**src/rtl/writeback_stage.sv**
```systemverilog
// Writeback stage: M->W pipeline register, gated register-file write port,
// program status with drain/done sequencing, and retire/cycle counters.
module writeback_stage #(
  parameter int DRAIN_CYCLES = 2,
  parameter int CNT_W        = 32
) (
  input  logic             clk_i,
  input  logic             rst_n_i,
  input  logic [2:0]       M_stat_i,
  input  logic [3:0]       M_icode_i,
  input  logic [3:0]       M_dstE_i,
  input  logic [3:0]       M_dstM_i,
  input  logic [63:0]      M_valE_i,
  input  logic [63:0]      m_valM_i,
  input  logic             W_stall_i,
  input  logic             W_bubble_i,
  output logic [2:0]       W_stat_o,
  output logic [3:0]       W_icode_o,
  output logic [3:0]       W_dstE_o,
  output logic [63:0]      W_valE_o,
  output logic [3:0]       W_dstM_o,
  output logic [63:0]      W_valM_o,
  output logic [2:0]       stat_o,
  output logic             done_o,
  output logic [CNT_W-1:0] retired_o,
  output logic [CNT_W-1:0] cycles_o
);

  localparam logic [2:0] SAOK  = 3'd1;
  localparam logic [2:0] SHLT  = 3'd2;
  localparam logic [2:0] SADR  = 3'd3;
  localparam logic [2:0] SINS  = 3'd4;
  localparam logic [3:0] INOP  = 4'h1;
  localparam logic [3:0] RNONE = 4'hF;
  localparam logic [3:0] CNT_LOAD = 4'(DRAIN_CYCLES - 1);

  typedef enum logic [1:0] {
    RUN   = 2'd0,
    DRAIN = 2'd1,
    DONE  = 2'd2
  } state_e;

  logic             valid_q, valid_d;
  logic [2:0]       wstat_q, wstat_d;
  logic [3:0]       icode_q, icode_d;
  logic [3:0]       dstE_q, dstE_d;
  logic [3:0]       dstM_q, dstM_d;
  logic [63:0]      valE_q, valE_d;
  logic [63:0]      valM_q, valM_d;

  state_e           state_q, state_d;
  logic [3:0]       cnt_q, cnt_d;
  logic             done_q, done_d;
  logic [2:0]       stat_q, stat_d;
  logic [CNT_W-1:0] ret_q, ret_d;
  logic [CNT_W-1:0] cyc_q, cyc_d;

  logic             term;
  logic             wr_en;

  assign term  = valid_q &&
                 ((wstat_q == SHLT) ||
                  (wstat_q == SADR) ||
                  (wstat_q == SINS));
  assign wr_en = (state_q == RUN) && (wstat_q == SAOK);

  // Bubble wins over stall so control can squash a held slot.
  always_comb begin
    valid_d = valid_q;
    wstat_d = wstat_q;
    icode_d = icode_q;
    dstE_d  = dstE_q;
    dstM_d  = dstM_q;
    valE_d  = valE_q;
    valM_d  = valM_q;
    if (W_bubble_i) begin
      valid_d = 1'b0;
      wstat_d = SAOK;
      icode_d = INOP;
      dstE_d  = RNONE;
      dstM_d  = RNONE;
      valE_d  = '0;
      valM_d  = '0;
    end else if (!W_stall_i) begin
      valid_d = 1'b1;
      wstat_d = M_stat_i;
      icode_d = M_icode_i;
      dstE_d  = M_dstE_i;
      dstM_d  = M_dstM_i;
      valE_d  = M_valE_i;
      valM_d  = m_valM_i;
    end
  end

  always_comb begin
    state_d = state_q;
    cnt_d   = cnt_q;
    done_d  = done_q;
    stat_d  = stat_q;
    ret_d   = ret_q;
    cyc_d   = cyc_q;
    unique case (state_q)
      RUN: begin
        cyc_d = cyc_q + 1'b1;
        if (valid_q && (wstat_q == SAOK))
          ret_d = ret_q + 1'b1;
        if (term) begin
          stat_d = wstat_q;
          if (DRAIN_CYCLES <= 1) begin
            state_d = DONE;
            done_d  = 1'b1;
          end else begin
            state_d = DRAIN;
            cnt_d   = CNT_LOAD;
          end
        end
      end
      DRAIN: begin
        // Done rises on the edge the count runs out.
        cnt_d = cnt_q - 1'b1;
        if (cnt_q <= 4'd1) begin
          state_d = DONE;
          done_d  = 1'b1;
        end
      end
      DONE: ;
      default: state_d = RUN;
    endcase
  end

  always_ff @(posedge clk_i) begin
    if (!rst_n_i) begin
      valid_q <= 1'b0;
      wstat_q <= SAOK;
      icode_q <= INOP;
      dstE_q  <= RNONE;
      dstM_q  <= RNONE;
      valE_q  <= '0;
      valM_q  <= '0;
      state_q <= RUN;
      cnt_q   <= '0;
      done_q  <= 1'b0;
      stat_q  <= SAOK;
      ret_q   <= '0;
      cyc_q   <= '0;
    end else begin
      valid_q <= valid_d;
      wstat_q <= wstat_d;
      icode_q <= icode_d;
      dstE_q  <= dstE_d;
      dstM_q  <= dstM_d;
      valE_q  <= valE_d;
      valM_q  <= valM_d;
      state_q <= state_d;
      cnt_q   <= cnt_d;
      done_q  <= done_d;
      stat_q  <= stat_d;
      ret_q   <= ret_d;
      cyc_q   <= cyc_d;
    end
  end

  assign W_stat_o  = wstat_q;
  assign W_icode_o = icode_q;
  assign W_dstE_o  = wr_en ? dstE_q : RNONE;
  assign W_dstM_o  = wr_en ? dstM_q : RNONE;
  assign W_valE_o  = valE_q;
  assign W_valM_o  = valM_q;
  assign stat_o    = stat_q;
  assign done_o    = done_q;
  assign retired_o = ret_q;
  assign cycles_o  = cyc_q;

endmodule

```
**config.mk**
```make
export PLATFORM = sky130hd
export DESIGN_NAME = writeback_stage
export DESIGN_NICKNAME = d
export VERILOG_FILES = /design/src/rtl/writeback_stage.sv
export SDC_FILE = /design/constraint.sdc
export NUM_CORES = 1
export LEC_CHECK = 0
export CAP_MARGIN = 20
export CORE_UTILIZATION = 30
export DETAILED_ROUTE_END_ITERATION = 10
export PLACE_DENSITY = 0.68
export SETUP_SLACK_MARGIN = 0.05
export SYNTH_ARGS = -nofsm -noshare
export SYNTH_HDL_FRONTEND = slang
export SYNTH_SLANG_ARGS = --single-unit
```
**constraint.sdc**
```tcl
create_clock -name clk_i -period 3.3 [get_ports clk_i]
set_clock_uncertainty 0.05 [all_clocks]
set_input_delay 0.33 -clock clk_i [delete_from_list [all_inputs] [get_ports clk_i]]
set_output_delay 0.33 -clock clk_i [all_outputs]
set_load 0.02 [all_outputs]
```
==> flow_metrics.env <==
export IMPL_hp_class="primary input to flip-flop"
export IMPL_die_area_mm2=0.0295
export IMPL_outcome="complete, no violations"
export IMPL_wire_per_inst_um=16.2
export IMPL_ys_types=40
export IMPL_slowest_delay_ns=0.68
export IMPL_async_reset_ff_share_pct=0
export IMPL_synth_seq_cells=218
export IMPL_cts_made_buffers=26
export IMPL_holdCritStartpoint="M_icode_i[0]"
export IMPL_rrSetupSlack_ns=0.97
export IMPL_netlist_top_cell_by_area="dfxtp_1"
export IMPL_reg2reg_to="cycles_o[19]$_SDFFE_PN0P_"
export IMPL_max_cap_viol_count=0
export IMPL_crit_family="buffers and inverters"
export IMPL_crit_fanout=9
export IMPL_core_rowCount=61
export IMPL_synth_edf_count=0
export IMPL_rsz0062_at_grt="no"
export IMPL_dp_hpwl_um=18500
export IMPL_cp_slowest_cell="clkdlybuf4s50_1"
export IMPL_synth_ff_type="dfxtp_1"
export IMPL_clock_latency_ns=0.53
export IMPL_final_cell_mix="356 x clkdlybuf4s50_1, 218 x dfxtp_1, 154 x nor2_1"
export IMPL_path_depth=4
export IMPL_critical_path_arrival_ns=2.20
export IMPL_antenna_found_initial=3
export IMPL_h_tree_depth=1
export IMPL_fmax_mhz=387
export IMPL_num_fill_cells=2675
export IMPL_p_leak_nw=5.07
export IMPL_synth_area_leaders="dfxtp_1 51%, mux2i_1 18%, nor2_1 6.7%"
export IMPL_reg2reg_depth=4
export IMPL_setup_violations_final=0
export IMPL_dr_pass1_iters=4
export IMPL_cts_sinks=218
export IMPL_root_buffer="clkbuf_16"
export IMPL_worstMarginPinSlew_ns=0.795
export IMPL_viasPerCell=4.73
export IMPL_grt_pass1_vias=7441
export IMPL_synth_warning_count=0
export IMPL_io_pins=358
export IMPL_end_kind="primary output"
export IMPL_crit_required_ns=2.92
export IMPL_grtUsageTotal_pct=17.1
export IMPL_fin_nets=1385
export IMPL_synth_avg_cell_area_um2=9.64
export IMPL_final_common_cell="clkdlybuf4s50_1"
export IMPL_synth_area_mm2=0.00864
export IMPL_slew_violations=0
export IMPL_drt_iter0_markers=371
export IMPL_cp_start_kind="flip-flop"
export IMPL_coreArea_mm2=0.0281
export IMPL_synth_cells=896
export IMPL_crit_chain="nor2_1 -> and4bb_2 -> nand2b_1 -> clkdlybuf4s50_1"
export IMPL_utilization_pct=47.8
export IMPL_start_util_pct=30.8
export IMPL_vias=7718
export IMPL_postCtsSetupRepairBufs=0
export IMPL_drc_errors=0
export IMPL_ir_drop_mv=0.361
export IMPL_clock_path_buffers=3
export IMPL_finalCritPeriodShare_pct=78.2
export IMPL_finalSetupTns_ns=0
export IMPL_path_class="flip-flop to primary output"
export IMPL_cts_tree="built"
export IMPL_crit_buf_inv=1
export IMPL_ant_nets=0
export IMPL_crit_end="W_dstM_o[1]"
export IMPL_reg2reg_from="cycles_o[9]$_SDFFE_PN0P_"
export IMPL_slew_limit_headroom_pct=46.8
export IMPL_finalHoldViolations=0
export IMPL_die_h_um=172
export IMPL_grt_max_degree=79
export IMPL_cts_resized=0
export IMPL_gp_congestion=0.776
export IMPL_grt_pass1_wl_um=40200
export IMPL_synth_fp_nets=1047
export IMPL_io_buffers=357
export IMPL_pwr_density_cell_mw_per_mm2=463
export IMPL_min_period_ns=2.58
export IMPL_seq_area_frac_synth_pct=50.5
export IMPL_die_w_um=172
export IMPL_clkTransAtPathRegs_ns=0.06
export IMPL_postCtsHoldBufs=0
export IMPL_syn_to_final_growth_pct=55.3
export IMPL_timing_hold_ws_ns=0.344
export IMPL_critPathLaunch="state_q[1]$_SDFFE_PN0P_"
export IMPL_wl_um=26400
export IMPL_synth_top_area_share_pct=50.5
export IMPL_drive_gt1_share_pct=4.48
export IMPL_overflow=0
report_power, final:
group          switching (mW)  internal, mW  leakage [nW]
Sequential             0.0392          2.70          1.77
Clock                    1.12          1.71         0.413
Combinational           0.283         0.362          2.89
layer usage:
metal  track usage [%]  part of all wire, %
met1              19.4                   40
met2              30.0                   49
met3              6.30                  9.1
met4              4.35                  1.9
met5                 0                0.049
cell type report:
class,count,area (um^2),share of cell area [%]
antenna,2,5.00,0.0373
clock buffer,39,749,5.58
clock inverter,6,91.3,0.680
inverter,10,37.5,0.280
multi-input combinational,611,4010,29.9
sequential,218,4360,32.5
tap,378,473,3.52
timing repair buffer,367,3690,27.5
registers in the layout, indices dropped and copies added, names as in the netlist:
register   cells
W_valE_o      64
W_valM_o      64
cycles_o      32
retired_o     32
W_icode_o      4
cnt_q          4
dstE_q         4
dstM_q         4
W_stat_o       3
stat_o         3
state_q        2
done_o         1
valid_q        1
synthesized netlist by cell type, types with 11 or more instances:
cell,count
mux2i_1,152
and4_1,11
nor2_1,154
or3_1,11
nand3_1,20
o21ai_0,16
clkbuf_1,36
or4_1,24
dfxtp_1,218
nand2b_1,20
nand2_1,47
nand4_1,19
a21oi_1,40
o31ai_1,23
worst min-delay path by stage:
stage / to / slack (ns) / cells after the start
2_1_floorplan: dstE_q[0]$_SDFFE_PP1N_ / 0.39 / 2
3_3_place_gp: done_o$_SDFFE_PN0P_ / 0.40 / 1
3_5_place_dp: dstE_q[2]$_SDFFE_PP1N_ / 0.41 / 2
4_1_cts: W_icode_o[0]$_SDFFE_PP1N_ / 0.32 / 3
5_1_grt: dstE_q[3]$_SDFFE_PP1N_ / 0.34 / 3
6_report: W_icode_o[0]$_SDFFE_PP1N_ / 0.34 / 3
worst register-to-register path, stage by stage, from the launching register on:
cell,delay (ns)
dfxtp_1,0.41
and4_1,0.34
nand3_1,0.60
or4_1,0.71
a21oi_1,0.16
kinds of logic (layout without fill, tap and decap cells):
| kind of cell | after synthesis | in the layout | share of synthesized area, % |
|---|---|---|---|
| other cells | 0 | 2 | 0 |
| xor+xnor | 18 | 18 | 1.82 |
| compound gates | 91 | 91 | 6.30 |
| fa+ha+maj | 4 | 4 | 0.579 |
| flops | 218 | 218 | 50.5 |
| buf+inv | 67 | 422 | 3.14 |
| mux | 152 | 152 | 17.6 |
| simple gates | 346 | 346 | 20.0 |
metrics by stage:
stage | power (mW) | cells | setup WS, ns | area [um^2]
6_report | 6.21 | 1631 | 0.718 | 13400
2_1_floorplan | 3.08 | 896 | 1.32 | 8640
3_3_place_gp | 3.44 | 1584 | 1.09 | 12600
4_1_cts | 6.29 | 1629 | 0.699 | 13400
3_5_place_dp | 3.44 | 1584 | 1.00 | 12600
5_1_grt | 6.46 | 1630 | 0.596 | 13400
(Power assumes the default switching activity.)
